==> src/rtl/crp16_mem_arbiter_pkg.sv <==
// Shared definitions for the CRP16 memory arbiter.
// Holds the width defaults used by the arbiter parameters and the requester
// index encoding (DP = 0, DBG = 1) shared by the top and the round-robin core.
package crp16_mem_arbiter_pkg;

  localparam int unsigned AddrWDef = 16;
  localparam int unsigned DataWDef = 16;
  localparam int unsigned CntWDef  = 16;

  // Requester index; also the bit position of each requester in req/gnt vectors.
  typedef enum logic {
    ReqDp  = 1'b0,
    ReqDbg = 1'b1
  } req_idx_e;

endpackage

==> src/rtl/crp16_mem_arbiter_rr_arb2.sv <==
// Two-way round-robin arbiter with debug-owner lock.
// Ports:
//   req  in  [1:0]  requests, bit 0 = datapath, bit 1 = debug loader
//   lock in         debug lock; while debug won last, only debug may be granted
//   last in         requester granted most recently
//   gnt  out [1:0]  one-hot (or zero) grant, purely combinational
module crp16_rr_arb2
  import crp16_mem_arbiter_pkg::*;
(
  input  logic [1:0] req,
  input  logic       lock,
  input  req_idx_e   last,
  output logic [1:0] gnt
);

  always_comb begin
    gnt = 2'b00;
    if (last == ReqDbg && lock) begin
      // Debug owns the port: no alternation, datapath waits.
      gnt[1] = req[1];
    end else if (req == 2'b11) begin
      // Tie goes to whoever was not granted most recently.
      gnt = (last == ReqDbg) ? 2'b01 : 2'b10;
    end else begin
      gnt = req;
    end
  end

endmodule

==> src/rtl/crp16_mem_arbiter.sv <==
// CRP16 memory arbiter: shares one single-port RAM between the datapath and
// the debug loader.
// Ports:
//   clock, reset                    clock; asynchronous active-high reset
//   dp_*/dbg_* req, we, addr, wdata request side of each requester
//   dbg_lock                        debug keeps the port while it owns it
//   dp_gnt/dbg_gnt                  access accepted this cycle (combinational)
//   dp_rvalid/dbg_rvalid, *_rdata   read return, one cycle after the grant
//   mem_address/mem_data/mem_wren   RAM port; mem_q is RAM read data (1-cycle)
//   dp_grants/dbg_grants            saturating grant counters
module crp16_mem_arbiter
  import crp16_mem_arbiter_pkg::*;
#(
  parameter int unsigned ADDR_W = AddrWDef,
  parameter int unsigned DATA_W = DataWDef,
  parameter int unsigned CNT_W  = CntWDef
) (
  input  logic              clock,
  input  logic              reset,
  input  logic              dp_req,
  input  logic              dp_we,
  input  logic [ADDR_W-1:0] dp_addr,
  input  logic [DATA_W-1:0] dp_wdata,
  input  logic              dbg_req,
  input  logic              dbg_we,
  input  logic [ADDR_W-1:0] dbg_addr,
  input  logic [DATA_W-1:0] dbg_wdata,
  input  logic              dbg_lock,
  output logic              dp_gnt,
  output logic              dbg_gnt,
  output logic              dp_rvalid,
  output logic              dbg_rvalid,
  output logic [DATA_W-1:0] dp_rdata,
  output logic [DATA_W-1:0] dbg_rdata,
  output logic [ADDR_W-1:0] mem_address,
  output logic [DATA_W-1:0] mem_data,
  output logic              mem_wren,
  input  logic [DATA_W-1:0] mem_q,
  output logic [CNT_W-1:0]  dp_grants,
  output logic [CNT_W-1:0]  dbg_grants
);

  logic [1:0]        req;
  logic [1:0]        gnt_raw;
  logic [1:0]        gnt;
  logic [1:0]        rd_pend_q;
  req_idx_e          last_q;
  logic [ADDR_W-1:0] addr_q;
  logic [DATA_W-1:0] data_q;
  logic [DATA_W-1:0] dp_rdata_q;
  logic [DATA_W-1:0] dbg_rdata_q;

  assign req = {dbg_req, dp_req};

  crp16_rr_arb2 u_arb (
    .req  (req),
    .lock (dbg_lock),
    .last (last_q),
    .gnt  (gnt_raw)
  );

  // Grants are forced low while reset is asserted, independent of the clock.
  assign gnt     = reset ? 2'b00 : gnt_raw;
  assign dp_gnt  = gnt[0];
  assign dbg_gnt = gnt[1];

  // RAM port follows the winner in the grant cycle, otherwise holds its last value.
  always_comb begin
    mem_address = addr_q;
    mem_data    = data_q;
    mem_wren    = 1'b0;
    if (gnt[1]) begin
      mem_address = dbg_addr;
      mem_data    = dbg_wdata;
      mem_wren    = dbg_we;
    end else if (gnt[0]) begin
      mem_address = dp_addr;
      mem_data    = dp_wdata;
      mem_wren    = dp_we;
    end
  end

  assign dp_rvalid  = rd_pend_q[0];
  assign dbg_rvalid = rd_pend_q[1];
  assign dp_rdata   = rd_pend_q[0] ? mem_q : dp_rdata_q;
  assign dbg_rdata  = rd_pend_q[1] ? mem_q : dbg_rdata_q;

  always_ff @(posedge clock or posedge reset) begin
    if (reset) begin
      last_q      <= ReqDbg;
      addr_q      <= '0;
      data_q      <= '0;
      rd_pend_q   <= 2'b00;
      dp_rdata_q  <= '0;
      dbg_rdata_q <= '0;
      dp_grants   <= '0;
      dbg_grants  <= '0;
    end else begin
      rd_pend_q <= gnt & ~{dbg_we, dp_we};
      if (|gnt) begin
        last_q <= gnt[1] ? ReqDbg : ReqDp;
        addr_q <= mem_address;
        data_q <= mem_data;
      end
      // Capture returned data so rdata holds once rvalid drops.
      if (rd_pend_q[0]) dp_rdata_q <= mem_q;
      if (rd_pend_q[1]) dbg_rdata_q <= mem_q;
      if (gnt[0] && dp_grants != '1) dp_grants <= dp_grants + CNT_W'(1);
      if (gnt[1] && dbg_grants != '1) dbg_grants <= dbg_grants + CNT_W'(1);
    end
  end

endmodule

==> config.mk <==
export PLATFORM = sky130hd
export DESIGN_NAME = crp16_mem_arbiter
export DESIGN_NICKNAME = d
export VERILOG_FILES = /design/src/rtl/crp16_mem_arbiter_pkg.sv /design/src/rtl/crp16_mem_arbiter_rr_arb2.sv /design/src/rtl/crp16_mem_arbiter.sv
export SDC_FILE = /design/constraint.sdc
export NUM_CORES = 1
export LEC_CHECK = 0
export ABC_AREA = 1
export BUFFER_PORTS_ARGS = -buffer_cell sky130_fd_sc_hd__buf_2
export CORE_AREA = 5 5 122 95
export DETAILED_ROUTE_END_ITERATION = 10
export DIE_AREA = 0 0 127 100
export GPL_TIMING_DRIVEN = 1
export MAX_ROUTING_LAYER = met4
export PLACE_DENSITY = 0.86
export REMOVE_ABC_BUFFERS = 1
export SLEW_MARGIN = 10
export SYNTH_ARGS = -nofsm -noshare
export SYNTH_HDL_FRONTEND = slang
export SYNTH_SLANG_ARGS = --single-unit
export TNS_END_PERCENT = 20
==> constraint.sdc <==
create_clock -name clock -period 4.55 [get_ports clock]
set_clock_uncertainty 0.15 [all_clocks]
set_input_delay 0.455 -clock clock [delete_from_list [all_inputs] [get_ports clock]]
set_output_delay 0.455 -clock clock [all_outputs]
set_load 0.02 [all_outputs]
* Yosys cells after proc, flatten, opt, wreduce, memory -nomap -nowiden
Cells that the tools add are included.
Storage, ports and cells: register bits after elaboration 99, output and inout port bits 101, word-level logic and storage cells 33
Cells by class: add/sub/neg operators 2, equality and inequality tests 3, mux-type cells 14, bitwise logic cells 2, reductions and logical operators 4
Operators with widths (count):
- two-way mux 16 bit | 6
- adder 16 x 1 -> 16 bit (second input constant) | 2
- inequality test 16 bit (second input constant) | 2
- two-way mux 2 bit | 3
- two-way mux 1 bit | 5
- logical AND 1 bit | 3
- AND 2 bit | 1
- == test 2 bit (second input constant) | 1
- NOT 2 bit | 1
- OR reduction 2 bit | 1

* Depth between registers and ports, before layout
depth after elaboration 6, gate-level depth with buffers 10, depth with buffers taken out 9

* By module
A second synthesis with hierarchy kept.
Unflattened totals: cells, all modules 606, area, all modules 5312.6 sq um
Modules (own cells, without submodules):
- crp16_mem_arbiter | times used 1, cells an instance 597, area each 5276.3 sq um, seq. area each 2478.6 sq um
- crp16_rr_arb2 | times used 1, cells an instance 9, area each 36.3 sq um, seq. area each 0.0 sq um

* Worst setup path before layout
OpenSTA, ideal clock, no wires.
kind input -> output, start input port reset, end output port mem_address[14], arrival time 3.684 ns, data required time 3.945 ns, slack 0.261 ns, stages 6, cell sequence inv_1 -> nand3_2 -> inv_2 -> buf_1 -> nand2_1 -> nand3_1
Between the ends: cells in the longest elaborated chain, start to end 3
RTL lines:
- from (decl) | line crp16_mem_arbiter.sv:19 | input logic reset,
- two-way mux 2 bit (*) | line crp16_mem_arbiter.sv:63 | assign gnt = reset ? 2'b00 : gnt_raw;
- two-way mux 16 bit | line crp16_mem_arbiter.sv:76 | end else if (gnt[0]) begin
- two-way mux 16 bit (*) | line crp16_mem_arbiter.sv:72 | if (gnt[1]) begin
- to (decl) | line crp16_mem_arbiter.sv:35 | output logic [ADDR_W-1:0] mem_address,
Mark *: on every way between the ends. The rest lies on a longest branch, timed or not.

* Final worst setup path
start register last_q, end output port mem_data[10]
Between the ends: cells in the longest elaborated chain, start to end 6, elaborated cells on any way between the ends 8, those cells by class mux (7); reduce/logical (1)
RTL lines:
- from (decl) | line crp16_mem_arbiter.sv:47 | req_idx_e last_q;
- from (signal assigned) | line crp16_mem_arbiter.sv:90 | last_q <= ReqDbg;
- from (signal assigned) | line crp16_mem_arbiter.sv:101 | last_q <= gnt[1] ? ReqDbg : ReqDp;
- two-way mux 2 bit | line crp16_mem_arbiter_rr_arb2.sv:23 | gnt = (last == ReqDbg) ? 2'b01 : 2'b10;
- two-way mux 2 bit | line crp16_mem_arbiter_rr_arb2.sv:21 | end else if (req == 2'b11) begin
- two-way mux 1 bit | line crp16_mem_arbiter_rr_arb2.sv:18 | if (last == ReqDbg && lock) begin
- two-way mux 2 bit (*) | line crp16_mem_arbiter.sv:63
- two-way mux 16 bit | line crp16_mem_arbiter.sv:76
- two-way mux 16 bit (*) | line crp16_mem_arbiter.sv:72
- to (decl) | line crp16_mem_arbiter.sv:36 | output logic [DATA_W-1:0] mem_data,
Marked as above.

==> impl_metrics.py <==
metrics = {
    "global_routing": {
        "grtUsageTotal_pct": 19.6,
        "grt_max_degree": 60,
        "gr-total-overflow": 0,
        "grt_pass1_vias": 4154,
        "antenna_found_initial": 0,
        "grt_pass1_wl_um": 19600,
    },
    "logic_synthesis": {
        "yosysSeqAreaShare_pct": 50.7,
        "synth_area_leaders": "dfrtp_1 50%, nand2_1 18%, nand3_1 8.4%, mux2_2 7.4%, xnor2_1 2.5%",
        "yosysTopAreaCell": "dfrtp_1",
        "netlist_area_um2": 4890,
        "avgSynthCellArea_um2": 8.40,
        "ys_ff_latch": 99,
        "netlist.area_leader.share_pct": 50.1,
        "ys_warn_count": 0,
        "synthCells": 582,
        "ys_types": 25,
    },
    "run_status": {
        "status": "finished, final reports clean",
    },
    "power": {
        "p_leak_nw": 3.25,
        "vdd_drop_max_v": 0.000269,
        "p_per_area_nw_per_um2": 436,
    },
    "finish": {
        "drive_gt1_share_pct": 34.1,
        "nets": 853,
        "area.growth.synth_to_final_pct": 26.8,
        "final_util_pct": 61.0,
    },
    "critical_path": {
        "worstPathMaxFanout": 39,
        "worstSetupStartpoint": "last_q",
        "timing.rr.start": "dp_grants[0]",
        "reg2reg_depth": 8,
        "crit_arrival_ns": 2.36,
        "crit_chain": "inv_2 > nand2_1 > nand3_1 > inv_2 > nor2_2 > buf_4 > nand2_1 > nand3_1 > buf_2",
        "slowest_stage": "dfstp_2",
        "cp_num_cells": 9,
        "end_kind": "output pin",
        "path_class": "reg -> out",
        "slowest_delay_ns": 0.55,
        "cp_top_family": "buffers and inverters",
        "critPathLaunchType": "flip-flop",
        "path_buf_inv": 4,
        "critPathRequiredTime_ns": 3.94,
    },
    "cts": {
        "insertion_delay_ns": 0.33,
        "cts_tree": "yes",
        "path_clk_slew_ns": 0.07,
        "ctsResizeCount": 0,
        "postCtsSetupBuffers": 0,
        "cts-root-buf": "clkbuf_16",
        "cts_buffers": 9,
        "clock-sinks": 99,
        "htreeDepth": 3,
        "hold_buffers": 0,
        "ctsLongestPathBuffers": 2,
    },
    "place": {
        "hpwl_um": 9260,
        "gp_congestion": 0.861,
        "io_buffer_count": 187,
    },
    "floorplanning": {
        "num_io_pins": 188,
        "die_y_um": 100,
        "core_um2": 10200,
        "initial_core_util_pct": 48.1,
        "fp.dieW_um": 127,
        "fp.dieArea_um2": 12700,
        "fp-row-count": 32,
    },
    "timing": {
        "fin_crit_ns": 2.96,
        "rsz0062_at_grt": "no",
        "tightest_slew_ns": 0.876,
        "post-route-period-util_pct": 65.2,
        "setup_tns_ns": 0,
        "hold_viol_final": 0,
        "setup_viol_count_final": 0,
        "fmax_mhz": 337,
        "slew_headroom_pct": 41.6,
        "slew_viol_final": 0,
    },
    "route": {
        "num_vias": 4520,
        "postRouteAntennaNets": 0,
        "wl_per_cell_um": 13.4,
        "drt-initial-drc-count": 248,
        "drtPass1Iterations": 5,
        "drc": 0,
        "drt-total-wl_um": 12100,
        "vias_per_cell": 4.99,
    },
    "run": {
        "cap_viol_max_count": 0,
    },
    "worst_hold_path": {
        "hold_class": "in -> async",
    },
}
## per-layer routing
metal	vias up	track usage, %	part of all wire (%)
met5	-	-	0
met4	0	4.78	1.5
met3	22	5.59	8.3
met2	187	30.7	46
met1	2061	25.5	44
li1	2250	-	-
## final timing paths
check / to / slack (ns)
setup / recovery: mem_data[10] / 1.59
setup reg to reg: dp_grants[13] / 2.33
hold / removal: dp_grants[1] / 0.005
hold reg to reg: addr_q[0] / 0.33
min in group clock: rd_pend_q[1] / 0.13
max in group asynchronous: addr_q[5] / 3.11
## cell type report
type / count / area, µm²
Clock inverter: 6 / 56.3
Tap cell: 136 / 170
Fill cell: 900 / 3970
Antenna cell: 1 / 2.50
Inverter: 28 / 108
Multi-Input combinational cell: 437 / 2190
Clock buffer: 10 / 239
Sequential cell: 99 / 2480
Timing Repair Buffer: 189 / 951
## cells in the final DEF, fill, tap and decap left out, drive strengths merged
cell,count
nand3,84
dfstp,1
a21oi,3
dfrtp,98
ha,2
mux2,32
nor2,36
nand2,243
o21ai,9
xnor2,14
inv,31
clkinv,2
nand4,14
clkinvlp,1
buf,189
clkbuf,10
diode,1
## cell families (layout without fill, tap and decap cells)
group                    after synthesis  count (layout)  synth area share, %
AND/OR/NAND/NOR                      377             377                 33.2
flip-flops                            99              99                 50.7
buffers and inverters                 46             233                 4.45
multiplexers                          32              32                 7.37
XOR/XNOR                              14              14                 2.51
AO/OA/AOI/OAI                         12              12                 1.30
adder cells (fa/ha/maj)                2               2                0.512
other                                  0               1                    0
## power by group
part	internal, mW	leakage (nW)	switching (mW)	total, mW
sequential	1.05	1.25	0.0971	1.15
clock	0.397	0.143	0.340	0.737
combinational	0.300	1.86	0.515	0.815
total	1.75	3.25	0.952	2.70
## worst reg2reg max path, stage by stage, from the launching register on
cell,delay (ns)
dfrtp_1,0.46
ha_1,0.26
nand3_1,0.17
inv_2,0.07
nand2_2,0.09
inv_2,0.05
a21oi_1,0.69
nand2_1,0.14
nand2_1,0.10
## through the flow
stage / instances / power [mW] / hold WS (ns) / setup slack [ns] / instance area (µm²)
after CTS: 905 / 2.74 / 0.0158 / 1.51 / 6200
after detailed placement: 889 / 1.99 / 0.317 / 1.54 / 5900
after global routing: 905 / 2.86 / 0.0446 / 1.29 / 6200
after floorplan: 564 / 1.69 / 0.297 / -0.0527 / 4780
final: 906 / 2.70 / 0.00550 / 1.59 / 6200
after global placement: 889 / 1.97 / 0.311 / 1.58 / 5900
## synth_stat cells
cell and n:
a21oi_1 2, a21oi_2 1, buf_1 1, buf_2 9, buf_4 4, buf_6 1
buf_8 1, clkbuf_1 2, dfrtp_1 98, dfstp_2 1, ha_1 2, inv_1 21
inv_2 7, mux2_2 32, nand2_1 237, nand2_2 4, nand2_4 2, nand3_1 82
nand3_2 2, nand4_1 14, nor2_1 29, nor2_2 4, nor2_4 3, o21ai_0 9
xnor2_1 14
## flip-flops by register name, indices dropped and copies added (netlist names)
register and count:
addr_q 16, data_q 16, dbg_grants 16, dbg_rdata_q 16, dp_grants 16, dp_rdata_q 16, rd_pend_q 2, last_q 1
Power figures use the tool's default switching activity.
